[config.mk]
export PLATFORM = sky130hd
export DESIGN_NAME = jk_bank_arbiter
export DESIGN_NICKNAME = d
export VERILOG_FILES = /design/src/rtl/jk_bank_arbiter.sv
export SDC_FILE = /design/constraint.sdc
export NUM_CORES = 1
export LEC_CHECK = 0
export ABC_CLOCK_PERIOD_IN_PS = 1300
export BUFFER_PORTS_ARGS = -buffer_cell sky130_fd_sc_hd__buf_2
export CORE_MARGIN = 1.5
export CORE_UTILIZATION = 43
export DETAILED_ROUTE_END_ITERATION = 7
export GPL_TIMING_DRIVEN = 0
export PLACE_DENSITY = 0.79
export SYNTH_ARGS = -nofsm -noshare
export SYNTH_HDL_FRONTEND = slang
export SYNTH_SLANG_ARGS = --single-unit
[constraint.sdc]
create_clock -name clk -period 1.3 [get_ports clk]
set_input_delay 0.065 -clock clk [delete_from_list [all_inputs] [get_ports clk]]
set_output_delay 0.065 -clock clk [all_outputs]
set_load 0.01 [all_outputs]
[src/rtl/jk_bank_arbiter.sv]
// Bank of W JK flip-flops shared by NREQ requesters through a round-robin arbiter.
// Each granted command drives the bank's j/k for one cycle, then acks the requester.
module jk_bank_arbiter #(
  parameter int NREQ = 4,
  parameter int W    = 8,
  parameter int IW   = 3
) (
  input  logic                      clk,
  input  logic                      rst,
  input  logic [NREQ-1:0]           req,
  input  logic [2*NREQ-1:0]         cmd,
  input  logic [IW*NREQ-1:0]        idx,
  output logic [NREQ-1:0]           ack,
  output logic                      err,
  output logic [$clog2(NREQ)-1:0]   gnt_id,
  output logic                      busy,
  output logic [W-1:0]              q
);

  localparam int GW = $clog2(NREQ);
  localparam logic [IW:0] W_LIM = (IW+1)'(W);

  typedef enum logic [1:0] {
    ST_IDLE  = 2'd0,
    ST_APPLY = 2'd1,
    ST_ACK   = 2'd2
  } state_t;

  state_t         state_r;
  state_t         state_n;
  logic [GW-1:0]  ptr_r;
  logic [1:0]     cmd_r;
  logic [IW-1:0]  idx_r;
  logic           found_s;
  logic [GW-1:0]  pick_s;
  logic [GW-1:0]  cand_s;
  logic [W-1:0]   j_s;
  logic [W-1:0]   k_s;
  logic [W-1:0]   q_n;
  logic [GW-1:0]  ptr_n;

  // Round-robin search starting at ptr_r
  always_comb begin
    found_s = 1'b0;
    pick_s  = '0;
    cand_s  = '0;
    for (int i = 0; i < NREQ; i++) begin
      cand_s = GW'((int'(ptr_r) + i) % NREQ);
      if (!found_s && req[cand_s]) begin
        found_s = 1'b1;
        pick_s  = cand_s;
      end else begin
        found_s = found_s;
      end
    end
  end

  // FSM next-state
  always_comb begin
    state_n = state_r;
    case (state_r)
      ST_IDLE: begin
        if (found_s) state_n = ST_APPLY;
        else         state_n = ST_IDLE;
      end
      ST_APPLY: state_n = ST_ACK;
      ST_ACK:   state_n = ST_IDLE;
      default:  state_n = ST_IDLE;
    endcase
  end

  // j/k decode: only the latched bit sees the command, and only during APPLY
  always_comb begin
    j_s = '0;
    k_s = '0;
    for (int b = 0; b < W; b++) begin
      if (state_r == ST_APPLY && {1'b0, idx_r} == b[IW:0]) begin
        j_s[b] = cmd_r[1];
        k_s[b] = cmd_r[0];
      end else begin
        j_s[b] = 1'b0;
        k_s[b] = 1'b0;
      end
    end
  end

  // JK truth table per bit
  always_comb begin
    q_n = q;
    for (int b = 0; b < W; b++) begin
      case ({j_s[b], k_s[b]})
        2'b00:   q_n[b] = q[b];
        2'b01:   q_n[b] = 1'b0;
        2'b10:   q_n[b] = 1'b1;
        2'b11:   q_n[b] = ~q[b];
        default: q_n[b] = q[b];
      endcase
    end
  end

  // Pointer advances past the requester just served
  always_comb begin
    if (gnt_id == GW'(NREQ - 1)) ptr_n = '0;
    else                         ptr_n = gnt_id + GW'(1);
  end

  // State, latched command and registered outputs
  always_ff @(posedge clk) begin
    if (rst) begin
      state_r <= ST_IDLE;
      ptr_r   <= '0;
      cmd_r   <= 2'b00;
      idx_r   <= '0;
      gnt_id  <= '0;
      q       <= '0;
      ack     <= '0;
      err     <= 1'b0;
      busy    <= 1'b0;
    end else begin
      state_r <= state_n;
      busy    <= (state_n != ST_IDLE);
      q       <= q_n;
      if (state_r == ST_IDLE && found_s) begin
        gnt_id <= pick_s;
        cmd_r  <= cmd[2*int'(pick_s) +: 2];
        idx_r  <= idx[IW*int'(pick_s) +: IW];
      end else begin
        gnt_id <= gnt_id;
        cmd_r  <= cmd_r;
        idx_r  <= idx_r;
      end
      // ack/err are registered so they are high exactly while the FSM is in ACK
      if (state_r == ST_APPLY) begin
        ack <= {{(NREQ-1){1'b0}}, 1'b1} << gnt_id;
        err <= ({1'b0, idx_r} >= W_LIM);
      end else begin
        ack <= '0;
        err <= 1'b0;
      end
      if (state_r == ST_ACK) ptr_r <= ptr_n;
      else                   ptr_r <= ptr_r;
    end
  end

endmodule
After elaboration in Yosys (flattened, before gate mapping)
Index checks and enable logic that the tools add are counted.
- register bits after elaboration: 24
- input bits: 26
- logic and storage cells: 140
- add/subtract/negate cells: 4
- multipliers: 1
- order comparisons: 4
- equality and inequality tests: 34
- shift-type cells: 3
- mux-type cells: 43
- bitwise logic cells: 9
- reduce and logical (&&, ||, !) cells: 27
- operator list (cell ; count):
    == test 2 bit, second input constant ; 18
    2-to-1 mux 1 bit ; 25
    one-hot mux 1 bit (3 select lines) ; 8
    == test 2 x 1 -> 1 bit, second input constant ; 9
    logical NOT 2 bit ; 9
    == test 3 bit, second input constant ; 4
    logical AND 1 bit ; 12
    < comparator 2 x 3 -> 1 bit, second input constant ; 4
    indexed part select 12 x 5 -> 3 bit ; 1
    2-to-1 mux 2 bit ; 5
    inverter 1 bit ; 9
    binary-select mux 1 bit (select 2 bit) ; 4
    indexed part select 8 x 4 -> 2 bit ; 1
    == test 3 x 2 -> 1 bit, second input constant ; 2
    adder 2 x 1 -> 2 bit, second input constant ; 2
    adder 2 bit, second input constant ; 2
    multiplier 2 x 2 -> 4 bit, first input constant ; 1
    one-hot mux 2 bit (2 select lines) ; 1
    left shift 1 x 2 -> 4 bit, first input constant ; 1
    == test 3 x 1 -> 1 bit, second input constant ; 1
    logical NOT 1 bit ; 3
    logical NOT 3 bit ; 1
    nonzero test 2 bit ; 1
    OR reduction 2 bit ; 1

Longest topological paths before layout
- word-level depth: 15
- depth in mapped cells: 6

Worst setup path before layout
OpenSTA, ideal clock, no wires.
- path type: reg-to-reg
- start point: register state_r[0]
- end point: register q[5]
- setup time: 0.071 ns
- arrival time: 1.314 ns
- required time: 1.229 ns
- setup slack: -0.084 ns
- cell stages (with the launch flop): 5
- period minus slack after synthesis: 1.384 ns
- cells stage by stage: dfxtp_1 nand2b_4 or3b_4 or3_1 a21oi_1
- cells in the longest elaborated chain, start to end: 5
- elaborated cells between the ends (all ways): 9
- RTL lines (element ; line ; text):
    start: declaration ; 29 ; state_t state_r;
    start signal: assignment ; 120 ; state_r <= state_n;
    == test 2 x 1 -> 1 bit * ; 77 ; if (state_r == ST_APPLY && {1'b0, idx_r} == b[IW:0]) begin
    logical AND 1 bit * ; 77 ;
    2-to-1 mux 1 bit ; 77 ;
    == test 2 bit or == test 2 x 1 -> 1 bit (tied branches) ; 91 ; case ({j_s[b], k_s[b]})
    one-hot mux 1 bit (3 select lines) ; 91 ;
    end signal: assignment ; 122 ; q <= q_n;
    end: declaration ; 17 ; output logic [W-1:0] q
Every way passes the cells marked *; elsewhere a longest branch is shown, timed or not.
A chain may end at the register's enable or synchronous reset.

Final worst setup path
- start point: register ptr_r[0]
- end point: register idx_r[0]
- cells in the longest elaborated chain, start to end: 14
- elaborated cells between the ends (all ways): 28
- RTL lines (element ; line ; text):
    start: declaration ; 31 ; logic [GW-1:0] ptr_r;
    start signal: assignment ; 140 ; if (state_r == ST_ACK) ptr_r <= ptr_n;
    start signal: assignment ; 141 ; else ptr_r <= ptr_r;
    parallel branches: the longest is 14 deep, another holds multiplier 2 x 2 -> 4 bit ; -- ;
    end signal: assignment ; 126 ; idx_r <= idx[IW*int'(pick_s) +: IW];
    end signal: assignment ; 130 ; idx_r <= idx_r;
    end: declaration ; 33 ; logic [IW-1:0] idx_r;
Parallel ways; which one is timed is not known. The select of a mux whose other input is x is not followed.

==> impl_metrics.yaml <==
grt:
  gr-total-overflow: 0
  use_met1_pct: 23.6
  grt_pass1_wl_um: 4230
  met3_usage_pct: 7.78
  grt_use_met2_pct: 35.0
  grt_max_degree: 14
  top_usage_layer: "met2"
  grt_pass1_vias: 1003
  grt_usage_pct: 20.7
  antenna_found_initial: 0
detailed_routing:
  viasPerCell: 5.57
  wire_per_inst_um: 14.8
  drtPass1Iterations: 4
  ant_nets: 0
  drtIter0Drc: 21
  drc_errors: 0
  vias: 1136
  wl_um: 3010
synth:
  netlist_area_mm2: 0.00111
  syn_nets: 146
  postSynthAreaPerCell_um2: 9.37
  yosysWarnings: 0
  synth_cells: 119
  netlist-cell-type-count: 26
  synth-seq-cells: 24
  yosysSeqAreaShare_pct: 43.1
timing:
  finalSetupViolCount: 12
  rsz0062_at_grt: "yes"
  fin_ws_ns: -0.160
  period_minus_slack_ns: 1.46
  slew_violations: 0
  fin_skew_ns: 0.0122
  hold_viol_final: 0
  fmax_ghz: 0.685
  period_share_pct: 112
status:
  violations: "setup timing"
  outcome: "finished, violations left"
worst_setup_path:
  slowest_stage: "dfxtp_2"
  cp-end-kind: "register"
  cp_num_buf_inv: 1
  cp.depth: 5
  critPathArrivalTime_ns: 1.67
  crit_type: "reg2reg"
  worstPathCellList: "inv_2 > a22o_1 > a221oi_4 > nand2b_4 > o221ai_1"
  crit_start: "ptr_r[0]"
  reg2reg_to: "idx_r[0]"
  critPathLaunchType: "register"
  reg2reg_from: "ptr_r[0]"
  critPathTopFamily: "compound AO/OA/AOI/OAI gates"
  slowest_delay_ns: 0.36
  required_ns: 1.51
  reg2reg_slack_ns: -0.16
  worstRegToRegCells: 5
  endpoint: "idx_r[0]"
  critPathMaxFanout: 5
clock_tree:
  cts_buffers: 3
  htree_num_levels: 1
  clk_path_buf_depth: 2
  root_buffer: "clkbuf_4"
  clk_pin_slew_worst_paths_ns: 0.14
  clkSinkCount: 24
  cts_tree: "built"
  clk_latency_ns: 0.33
power_and_ir_drop:
  p_leak_nw: 0.696
  power_density_mw_per_mm2: 1000
  vdd_drop_max_uv: 591
floorplanning:
  initial_core_util_pct: 45.4
  dieWidth_um: 53.9
  core-area_mm2: 0.00245
  rows: 18
  die_h_um: 53.9
  ioPinCount: 42
  die-area_mm2: 0.00291
final_layout:
  finalNetCount: 202
  area_delta_synth_final_pct: 47.4
  drive_gt1_share_pct: 52.9
  stdcell_area_mm2: 0.00164
  final_util_pct: 66.9
  antenna_cells: 0
worst_hold_path:
  worstHoldStart: "cmd[5]"
  hold_class: "in2reg"
job:
  maxCapViolCount: 0
placed_design:
  io_buffers: 40
  placement.setup.worst_slack_ns: -0.252
  routabilityCongestion: 0.702
  dp_hpwl_um: 1800
  place_area_mm2: 0.00138
[cell families (layout without fill, tap and decap cells)]
| family | count (synthesis) | after routing | share of synthesized area (%) |
|---|---|---|---|
| and+or+nand+nor | 42 | 42 | 22.4 |
| buffers and inverters | 7 | 62 | 3.03 |
| AOI/OAI and AO/OA | 31 | 31 | 18.3 |
| adders and majority gates | 1 | 1 | 1.12 |
| other | 1 | 1 | 0.336 |
| muxes | 13 | 13 | 11.7 |
| DFF | 24 | 24 | 43.1 |
[power breakdown]
| part | total (mW) | switching (mW) | leakage (nW) | internal (mW) |
|---|---|---|---|---|
| sequential | 0.826 | 0.0459 | 0.198 | 0.780 |
| combinational | 0.405 | 0.199 | 0.477 | 0.206 |
| clock | 0.414 | 0.243 | 0.0210 | 0.172 |
| total | 1.65 | 0.488 | 0.696 | 1.16 |
[worst reg2reg max path: stages (launching register included)]
cell      delay (ns)
dfxtp_2         0.36
inv_2           0.04
a22o_1          0.24
a221oi_4        0.35
nand2b_4        0.25
o221ai_1        0.10
[synth_stat cells]
library cell  count  area, um^2
dfxtp_1          24         480
o21ai_0           9        45.0
a22o_1            1        8.76
nor4b_1           1        8.76
or3_1             8        50.1
or3_2             1        7.51
o41ai_4           1        27.5
nand2_1           5        18.8
ha_1              1        12.5
nor2_1           11        41.3
conb_1            1        3.75
nand3b_1          5        37.5
nand2b_1          5        31.3
clkbuf_1          2        7.51
a221oi_1          1        8.76
and3_1            1        6.26
or3b_4            1        11.3
a21oi_1          14        70.1
nand4b_1          1        8.76
nor4_1            1        6.26
buf_4             2        15.0
and2b_2           1        8.76
o221ai_1          5        43.8
inv_1             3        11.3
nand2b_4          1        13.8
mux2i_1          13         130
[worst min path at each step]
stage	end	slack, ns	cells after the start
6_report	cmd_r[1]	0.01	3
5_1_grt	idx_r[2]	0.03	3
4_1_cts	idx_r[2]	0.02	3
3_5_place_dp	state_r[1]	0.32	2
3_3_place_gp	state_r[1]	0.31	2
2_1_floorplan	state_r[1]	0.16	1
[layout make-up]
cell class                      instances  area, um^2
Buffer                                  4        26.3
Clock buffer                            4        36.3
Fill cell                             194         812
Inverter                                3        11.3
Multi-Input combinational cell         88         749
Sequential cell                        24         489
Tap cell                               30        37.5
Timing Repair Buffer                   51         293
[repair_timing]
action | CTS | global route
gates cloned | 1 | 0
setup endpoints to repair | 9 | 13
endpoints found under the hold margin | 2 | 0
hold buffers | 1 | 0
buffers inserted | 7 | 2
gates resized for setup | 19 | 16
pin swaps | 14 | 8
[registers in the layout (all words and copies together), names as in the netlist]
name	count
ack	4
ptr_r	2
idx_r	3
gnt_id	2
state_r	2
cmd_r	2
busy	1
q	8
[per-layer routing]
layer	share of wire (%)	wire length, um	up-vias
li1	-	-	548
met1	42	1280	525
met2	49	1460	52
met3	7.2	216	11
met4	1.8	54	0
met5	0	0	-
[metrics by stage]
stage / power, mW / setup TNS [ns] / cells / hold WS [ns]
floorplan: 1.02 / -0.0797 / 119 / 0.157
global placement: 1.11 / -1.32 / 189 / 0.311
detailed placement: 1.12 / -1.54 / 189 / 0.317
CTS: 1.58 / -0.960 / 202 / 0.0248
global route: 1.71 / -1.85 / 204 / 0.0281
finish: 1.65 / -1.24 / 204 / 0.0105
[layout by cell type, fill, tap and decap left out, types with 2 or more instances in the layout]
cell      instances
a21oi_1           9
a21oi_2           4
buf_2            40
buf_4             9
buf_6             3
clkbuf_1          2
clkbuf_4          3
dfxtp_1          19
dfxtp_2           4
inv_1             2
mux2i_1           6
mux2i_2           6
nand2_1           3
nand2b_1          4
nand2b_4          2
nand3b_1          5
nor2_1            9
o21ai_0           8
o221ai_2          4
or3_1             6
or3_4             3
(Power assumes the default switching activity.)
